`config.mk`:
```
export PLATFORM = sky130hd
export DESIGN_NAME = control_sequencer
export DESIGN_NICKNAME = d
export VERILOG_FILES = /design/src/rtl/cpu_pkg.sv /design/src/rtl/wait_timer.sv /design/src/rtl/control_sequencer.sv
export SDC_FILE = /design/constraint.sdc
export NUM_CORES = 1
export LEC_CHECK = 0
export ABC_AREA = 1
export ABC_CLOCK_PERIOD_IN_PS = 1600
export CORE_UTILIZATION = 45
export CTS_CLUSTER_DIAMETER = 40
export DETAILED_ROUTE_END_ITERATION = 8
export PLACE_DENSITY = 0.78
export SLEW_MARGIN = 25
export SYNTH_ARGS = -nofsm -noshare
export SYNTH_HDL_FRONTEND = slang
export SYNTH_HIERARCHICAL = 1
export SYNTH_SLANG_ARGS = --single-unit
export TNS_END_PERCENT = 20
```
`constraint.sdc`:
```
create_clock -name clk -period 1.6 [get_ports clk]
set_input_delay 0.24 -clock clk [delete_from_list [all_inputs] [get_ports clk]]
set_output_delay 0.24 -clock clk [all_outputs]
set_load 0.005 [all_outputs]
```
`src/rtl/cpu_pkg.sv`:
```
// Shared definitions for the control sequencer: instruction classes,
// sequencer state encoding and fault codes.
package cpu_pkg;

    // Decoder func field classes; 100-111 are undefined and fault.
    localparam logic [2:0] FUNC_ALU    = 3'b000;
    localparam logic [2:0] FUNC_LOAD   = 3'b001;
    localparam logic [2:0] FUNC_STORE  = 3'b010;
    localparam logic [2:0] FUNC_BRANCH = 3'b011;

    typedef enum logic [2:0] {
        S_FETCH     = 3'd0,
        S_DECODE    = 3'd1,
        S_EXECUTE   = 3'd2,
        S_MEM       = 3'd3,
        S_WRITEBACK = 3'd4,
        S_HALT      = 3'd5,
        S_FAULT     = 3'd6
    } state_e;

    typedef enum logic [1:0] {
        FAULT_NONE    = 2'b00,
        FAULT_ILLEGAL = 2'b01,
        FAULT_TIMEOUT = 2'b10
    } fault_e;

    // Only the low half of the func space is defined.
    function automatic logic func_legal(input logic [2:0] f);
        return (f[2] == 1'b0);
    endfunction

    // Loads and stores are the only classes that visit MEM.
    function automatic logic func_is_mem(input logic [2:0] f);
        return (f == FUNC_LOAD) || (f == FUNC_STORE);
    endfunction

endpackage

```
`src/rtl/wait_timer.sv`:
```
// Memory handshake watchdog. Counts unacknowledged wait cycles; expired
// flags the cycle in which the number of unacknowledged cycles, including
// the current one, reaches LIMIT.
module wait_timer #(
    parameter logic [7:0] LIMIT = 8'd255
) (
    input  logic clk,
    input  logic rst,
    input  logic clear,
    input  logic enable,
    output logic expired
);

    logic [7:0] count;

    // Count waiting cycles; clear takes priority so every wait starts at zero.
    always_ff @(posedge clk) begin
        if (rst || clear) begin
            count <= 8'd0;
        end else if (enable) begin
            count <= count + 8'd1;
        end
    end

    // Only meaningful while a wait is in progress (enable high, no ack).
    assign expired = enable && (count == (LIMIT - 8'd1));

endmodule

```
`src/rtl/control_sequencer.sv`:
```
// Multi-cycle instruction sequencer for the simple CPU core.
//
//   state     | meaning
//   ----------+-----------------------------------------------------
//   FETCH     | imem_req high, wait for instruction word
//   DECODE    | dec_en high, classify func, catch halt / illegal
//   EXECUTE   | alu_en high, capture branch condition
//   MEM       | dmem_req high (dmem_we for store), wait for data ack
//   WRITEBACK | pc_en once, rf_we for ALU/load, retire instruction
//   HALT      | absorbing, halted high
//   FAULT     | absorbing, fault high, fault_code holds the cause
//
// All outputs except ir_load are decoded from registered state.
module control_sequencer
    import cpu_pkg::*;
#(
    parameter logic [7:0] WAIT_LIMIT = 8'd255
) (
    input  logic        clk,
    input  logic        rst,
    input  logic        imem_ack,
    input  logic        dmem_ack,
    input  logic        halt,
    input  logic [2:0]  func,
    input  logic        cond_flag,
    output logic        imem_req,
    output logic        ir_load,
    output logic        dec_en,
    output logic        alu_en,
    output logic        dmem_req,
    output logic        dmem_we,
    output logic        rf_we,
    output logic        pc_en,
    output logic        st_flag,
    output logic        halted,
    output logic        fault,
    output logic [1:0]  fault_code,
    output logic [31:0] instr_count
);

    localparam logic [2:0] ST_FETCH     = S_FETCH;
    localparam logic [2:0] ST_DECODE    = S_DECODE;
    localparam logic [2:0] ST_EXECUTE   = S_EXECUTE;
    localparam logic [2:0] ST_MEM       = S_MEM;
    localparam logic [2:0] ST_WRITEBACK = S_WRITEBACK;
    localparam logic [2:0] ST_HALT      = S_HALT;
    localparam logic [2:0] ST_FAULT     = S_FAULT;

    logic [2:0] state;
    logic [2:0] state_next;
    logic [2:0] func_q;
    logic       branch_q;

    logic in_fetch;
    logic in_mem;
    logic wait_active;
    logic wait_ack;
    logic timer_clear;
    logic timer_enable;
    logic timer_expired;
    logic decode_illegal;
    logic wait_timeout;

    assign in_fetch    = (state == ST_FETCH);
    assign in_mem      = (state == ST_MEM);
    assign wait_active = in_fetch || in_mem;

    // Acks are only honoured by the state that is waiting for them.
    assign wait_ack    = (in_fetch && imem_ack) || (in_mem && dmem_ack);

    // Clearing whenever no wait is pending guarantees a zero count on
    // entry to FETCH or MEM; an ack in the limit cycle suppresses expiry.
    assign timer_clear  = !wait_active || wait_ack;
    assign timer_enable = wait_active && !wait_ack;

    wait_timer #(
        .LIMIT (WAIT_LIMIT)
    ) u_wait_timer (
        .clk     (clk),
        .rst     (rst),
        .clear   (timer_clear),
        .enable  (timer_enable),
        .expired (timer_expired)
    );

    assign decode_illegal = (state == ST_DECODE) && !halt && !func_legal(func);
    assign wait_timeout   = timer_expired;

    // Next-state selection; halt outranks the illegal-func check in DECODE.
    always_comb begin
        state_next = state;
        case (state)
            ST_FETCH: begin
                if (imem_ack) begin
                    state_next = ST_DECODE;
                end else if (timer_expired) begin
                    state_next = ST_FAULT;
                end
            end
            ST_DECODE: begin
                if (halt) begin
                    state_next = ST_HALT;
                end else if (!func_legal(func)) begin
                    state_next = ST_FAULT;
                end else begin
                    state_next = ST_EXECUTE;
                end
            end
            ST_EXECUTE: begin
                if (func_is_mem(func_q)) begin
                    state_next = ST_MEM;
                end else begin
                    state_next = ST_WRITEBACK;
                end
            end
            ST_MEM: begin
                if (dmem_ack) begin
                    state_next = ST_WRITEBACK;
                end else if (timer_expired) begin
                    state_next = ST_FAULT;
                end
            end
            ST_WRITEBACK: state_next = ST_FETCH;
            ST_HALT:      state_next = ST_HALT;
            ST_FAULT:     state_next = ST_FAULT;
            default:      state_next = ST_FAULT;
        endcase
    end

    // State register; reset returns to FETCH regardless of pending acks.
    always_ff @(posedge clk) begin
        if (rst) begin
            state <= ST_FETCH;
        end else begin
            state <= state_next;
        end
    end

    // Capture func in DECODE and the branch outcome in EXECUTE so that
    // later states can drive their outputs from registers only.
    always_ff @(posedge clk) begin
        if (rst) begin
            func_q   <= FUNC_ALU;
            branch_q <= 1'b0;
        end else begin
            if (state == ST_DECODE) begin
                func_q <= func;
            end
            if (state == ST_EXECUTE) begin
                branch_q <= (func_q == FUNC_BRANCH) && cond_flag;
            end
        end
    end

    // Record the fault cause on the transition into FAULT; it then holds.
    always_ff @(posedge clk) begin
        if (rst) begin
            fault_code <= FAULT_NONE;
        end else if (decode_illegal) begin
            fault_code <= FAULT_ILLEGAL;
        end else if (wait_timeout) begin
            fault_code <= FAULT_TIMEOUT;
        end
    end

    // Retired-instruction counter, wraps naturally at 2^32.
    always_ff @(posedge clk) begin
        if (rst) begin
            instr_count <= 32'd0;
        end else if (state == ST_WRITEBACK) begin
            instr_count <= instr_count + 32'd1;
        end
    end

    assign imem_req = in_fetch;
    assign ir_load  = in_fetch && imem_ack;
    assign dec_en   = (state == ST_DECODE);
    assign alu_en   = (state == ST_EXECUTE);
    assign dmem_req = in_mem;
    assign dmem_we  = in_mem && (func_q == FUNC_STORE);
    assign pc_en    = (state == ST_WRITEBACK);
    assign rf_we    = (state == ST_WRITEBACK) &&
                      ((func_q == FUNC_ALU) || (func_q == FUNC_LOAD));
    assign st_flag  = (state == ST_WRITEBACK) && (func_q == FUNC_BRANCH) && branch_q;
    assign halted   = (state == ST_HALT);
    assign fault    = (state == ST_FAULT);

endmodule
```
-- Word level (Yosys, flattened, before mapping)
Cells that the tools add are included.
- add/subtract/negate cells: 2
- equal/unequal tests: 10
- muxes and demuxes: 9
- reductions and logical operators: 24
- operator list (operator ; count):
    $add 32x1->32 const B ; 1
    $mux 3 ; 6
    $pmux 3 s6 ; 1
    $eq 3x2->1 const B ; 4
    $logic_and 1x1->1 ; 11
    $eq 3x3->1 const B ; 3
    $add 8x1->8 const B ; 1
    $eq 8x8->1 const B ; 1
    $eq 3x1->1 const B ; 2
    $logic_not 3->1 ; 2
    $logic_or 1x1->1 ; 6
    $logic_not 1->1 ; 3
    $mux 1 ; 2
    $reduce_bool 2->1 ; 1
    $reduce_or 2->1 ; 1
- bits of input ports: 9
- register bits after elaboration: 49
- word-level logic and storage cells: 52

-- Longest topological paths before layout
- depth after elaboration: 9
- depth in mapped cells: 13
- depth with buffers taken out: 11

-- Hierarchy
The synthesis kept the hierarchy.
- modules (own cells, without submodules) (module ; instances ; cells an instance ; area each (um^2)):
    control_sequencer ; 1 ; 342 ; 2282.2
    wait_timer ; 1 ; 52 ; 394.1

-- Worst setup path after synthesis
No wires, ideal clock.
- kind: register to register
- from: register state[2]
- to: register state[0]
- cell stages (with the launch flop): 13
- path slack: -190 ps
- path buffers: 2
- arrival: 1662 ps
- library setup time: 128 ps
- required time: 1472 ps
- cells stage by stage: dfxtp_1 buf_4 inv_2 nand3_1 inv_1 nand2_1 nand2_1 buf_4 nand4_1 nor3_1 o21ai_0 nor2_1 nor2_1
- cells in the longest elaborated chain, start to end: 9
- RTL lines (item ; line ; source):
    start: declaration ; control_sequencer.sv:49 ; logic [2:0] state;
    start signal: assignment ; control_sequencer.sv:135 ; state <= state_next;
    $eq 3x2->1 (*) ; control_sequencer.sv:65 ; assign in_mem = (state == ST_MEM);
    via dmem_req ; control_sequencer.sv:30 ; output logic dmem_req,
    $logic_and 1x1->1 ; control_sequencer.sv:69 ; assign wait_ack = (in_fetch && imem_ack) || (in_mem && dmem_ack);
    $logic_or 1x1->1 ; control_sequencer.sv:69 ;
    $logic_not 1->1 ; control_sequencer.sv:74 ; assign timer_enable = wait_active && !wait_ack;
    $logic_and 1x1->1 (*) ; control_sequencer.sv:74 ;
    via timer_enable ; control_sequencer.sv:59 ; logic timer_enable;
    $logic_and 1x1->1 (*) ; wait_timer.sv:26 ; assign expired = enable && (count == (LIMIT - 8'd1));
    via timer_expired ; control_sequencer.sv:60 ; logic timer_expired;
    $mux 3 (*) ; -- ;
    $mux 3 (on tied branches) ; -- ;
    $pmux 3 s6 (*) ; control_sequencer.sv:92 ; case (state)
Mark *: on every way through the listed nets, which the timed path passes. The rest lies on a longest branch.
A chain may end at the register's enable or synchronous reset.

-- Final worst setup path
- from: register state[1]
- to: register state[1]
- cells in the longest elaborated chain, start to end: 9
- RTL lines (item ; line):
    $eq 3x2->1 or $logic_not 3->1 (tied branches) ; control_sequencer.sv:65, control_sequencer.sv:64
    $logic_and 1x1->1 ; control_sequencer.sv:69
    $logic_or 1x1->1 ; control_sequencer.sv:69
    $logic_not 1->1 ; control_sequencer.sv:74
    $logic_and 1x1->1 (*) ; control_sequencer.sv:74
    via timer_enable ; control_sequencer.sv:59
    $logic_and 1x1->1 (*) ; wait_timer.sv:26
    via timer_expired ; control_sequencer.sv:60
    $mux 3 (*) ; --
    $mux 3 (on tied branches) ; --
    $pmux 3 s6 (*) ; control_sequencer.sv:92
Marks and branches as above.

==> run summary <==
Outcome: finished with violations
Failing checks: negative setup slack
Final core utilization: 67.2%
Post-CTS Hold Buffers: 0
Gp weighted congestion: 0.872
Final Slew Violations: 0
WL/cell: 12.2 um
Die area: 0.00626 sq mm
Post-synthesis mux area share: 0%
WHS: 0.488 ns
Total GRT Usage: 21.8%
Initial Utilization: 47.7%
Sequential share of the synthesized area: 36.7%
Simple-Gate Fraction of Synth Area: 41.9%
Post-Synthesis Net Count: 406
Reg clk slew, reported paths: 0.09 ns
Number of flops mapped to enable cells by yosys: 0
Leakage Power: 1.69 nW
CTS tree: yes
# H-tree levels: 2
Pwr Density: 836 mW/mm^2
Iter 0 DRT Violations: 91
Yosys warning total: 6
Final Worst Setup Slack: -0.0570 ns
DR pass1 iterations: 4
HP Start: u_wait_timer/count[4]
Slew HR: 75.7%
Layout cell share with drive strength beyond 1: 19.1%
Vias in the first global route: 2,466
Seq cells post-synth: 49
Area occupied by multi-input gates: 0.00152 sq mm
Synth-to-layout area growth: 40.9%
Complex-gate fraction of the synthesized area: 10.2%
Final setup violation count: 3
CP Data Required Time: 1.84 ns
Num ports: 54
FF/Latch Area: 995 sq um
CTS max path bufs: 2
Peak supply drop: 0.453 mV
Vias: 2,748
Library cells used by synthesis: 31
Detailed placer's ending HPWL: 4.84 mm
Worst Setup SP: state[1]
Final Hold Vio Count: 0
DRC viols: 0
Most frequent cells in the layout: nand2_1 (83), nor2_1 (68), inv_1 (51), dfxtp_1 (44), clkdlybuf4s50_1 (42)
FILL cells: 481
Hold Path Class: flip-flop to flip-flop
Chip width: 79.1 um
Clock power frac: 29.7%
R2r startpoint: state[1]
Mean Syn Cell Area: 6.79 sq um
Num CTS Buffers: 5
Most common cell after layout, fill and taps aside: nand2_1
Initial antenna violation count: 0
Remaining Overflow, GRT: 0
RSZ-0062 raised after global routing: true
Critical Path AT: 1.89 ns
Cell row count: 27
Largest net degree at the start of global routing: 19
Skew-Pair Late Insertion Delay: 0.30 ns
Die Y: 79.1 um
Achievable Freq: 604 MHz
Sw Ratio: 28.9%
P_int: 2.24 mW
Startpoint Class: flip-flop
Final nets: 492
DRT antenna net count: 0
Worst Setup End Kind: flip-flop
Main synth FF type: dfxtp_1
First-pass GRT wire length: 10.9 mm
Core area: 0.00561 sq mm
Synth Area in Adders: 1.40%
Synthesized cell area: 0.00268 sq mm
Fin crit period: 1.66 ns
Synth async-reset ratio: 0%
Root buffer cell: clkbuf_8
Max-cap violations: 0
Register share of total power: 42.3%
CTS Sinks: 49
Switching power: 0.912 mW
Worst Clk Skew: 0.0109 ns
Crit share post-route: 104%
Largest family of logic cells by synthesized area: simple AND/OR/NAND/NOR gates
Worst slew pin tran: 0.363 ns
Antenna diodes: 0
Mean number of vias per cell: 4.97
Comb power frac: 28.0%
Total power draw: 3.15 mW
Cell count after synthesis: 394
Max FO, Critical Path: 4
Wirelength, routed: 6.75 mm
Critical path class: flip-flop to flip-flop
Port bufs: 53
XOR/XNOR Fraction of Synth Area: 0.982%
==> per-stage QoR <==
stage	area (sq um)	setup TNS (ns)	setup slack, ns	std cells
finish	3770	-0.0913	-0.0570	553
global placement	3470	0	0.0118	534
detailed placement	3470	-0.122	-0.0444	534
global route	3770	-0.887	-0.141	553
floorplan	2710	0	0.0176	394
CTS	3620	-0.840	-0.217	545
==> per-layer routing <==
layer / vias to the layer above / global-route usage, % / part of all wire (%)
met2: 66 / 37.8 / 49
met1: 1252 / 27.1 / 46
li1: 1422 / - / -
met5: - / 0 / 0
met4: 0 / 7.09 / 1.3
met3: 8 / 3.91 / 3.6
==> kinds of logic after synthesis <==
logic type / Yosys count
AO/OA/AOI/OAI: 52
XOR/XNOR: 3
adder cells (fa/ha/maj): 3
buffers and inverters: 61
flip-flops: 49
AND/OR/NAND/NOR: 226
==> worst max-delay path, stage by stage, from the launching register on <==
cell	delay [ns]
dfxtp_4	0.39
inv_4	0.08
nand2_4	0.06
nor2_4	0.10
buf_6	0.11
nand2_4	0.05
nand2_4	0.08
nand4_1	0.11
nor3_2	0.29
inv_1	0.10
nand2_1	0.09
a21oi_2	0.05
nor2_1	0.09
==> state kept, by name (all words and copies together), names as in the netlist <==
register            cells
state                   3
instr_count            32
func_q                  3
branch_q                1
fault_code              2
u_wait_timer/count      8
==> power by group through the flow <==
stage	Combinational (mW)	Sequential (mW)	Clock, mW
6_report	0.884	1.33	0.935
5_1_grt	0.956	1.34	1.01
4_1_cts	0.722	1.34	0.953
3_5_place_dp	0.708	1.36	0
3_3_place_gp	0.700	1.36	0
2_1_floorplan	0.408	1.35	0
==> final cells by class <==
| type | count | area share (%) |
|---|---|---|
| tap | 72 | 2.39 |
| inverter | 56 | 5.84 |
| clock inverter | 2 | 0.996 |
| clock buffer | 6 | 2.19 |
| multi-input combinational | 284 | 40.4 |
| timing repair buffer | 84 | 21.8 |
| sequential | 49 | 26.4 |
==> repair_timing <==
item | CTS | global route
endpoints found under the setup margin | 15 | 31
buffers inserted | 3 | 8
resized for setup | 12 | 27
pin swaps | 4 | 9
==> cell usage after synthesis (3+ instances only) <==
cell / n / area, sq um
inv_2: 3 / 11.3
nand3_2: 5 / 50.1
nor3_1: 4 / 20.0
nor2_2: 3 / 18.8
nand2_4: 4 / 45.0
o21ai_1: 3 / 15.0
nor2_1: 71 / 267
dfxtp_1: 49 / 981
clkbuf_1: 3 / 11.3
nor2_8: 3 / 60.1
nand2_1: 87 / 327
o21ai_0: 18 / 90.1
inv_1: 53 / 199
a21oi_1: 26 / 130
ha_1: 3 / 37.5
nand4_1: 5 / 31.3
nor2_4: 5 / 56.3
nand3_1: 30 / 150
xor2_1: 3 / 26.3
==> worst paths after layout <==
kind | end | cells after the start | slack (ns)
worst max-delay path | state[1] | 12 | -0.06
worst min-delay path | u_wait_timer/count[4] | 2 | 0.49
worst max register to register | state[1] | 12 | -0.06
worst min register to register | u_wait_timer/count[4] | 2 | 0.49
No activity file was read; power rests on OpenSTA's default activity.
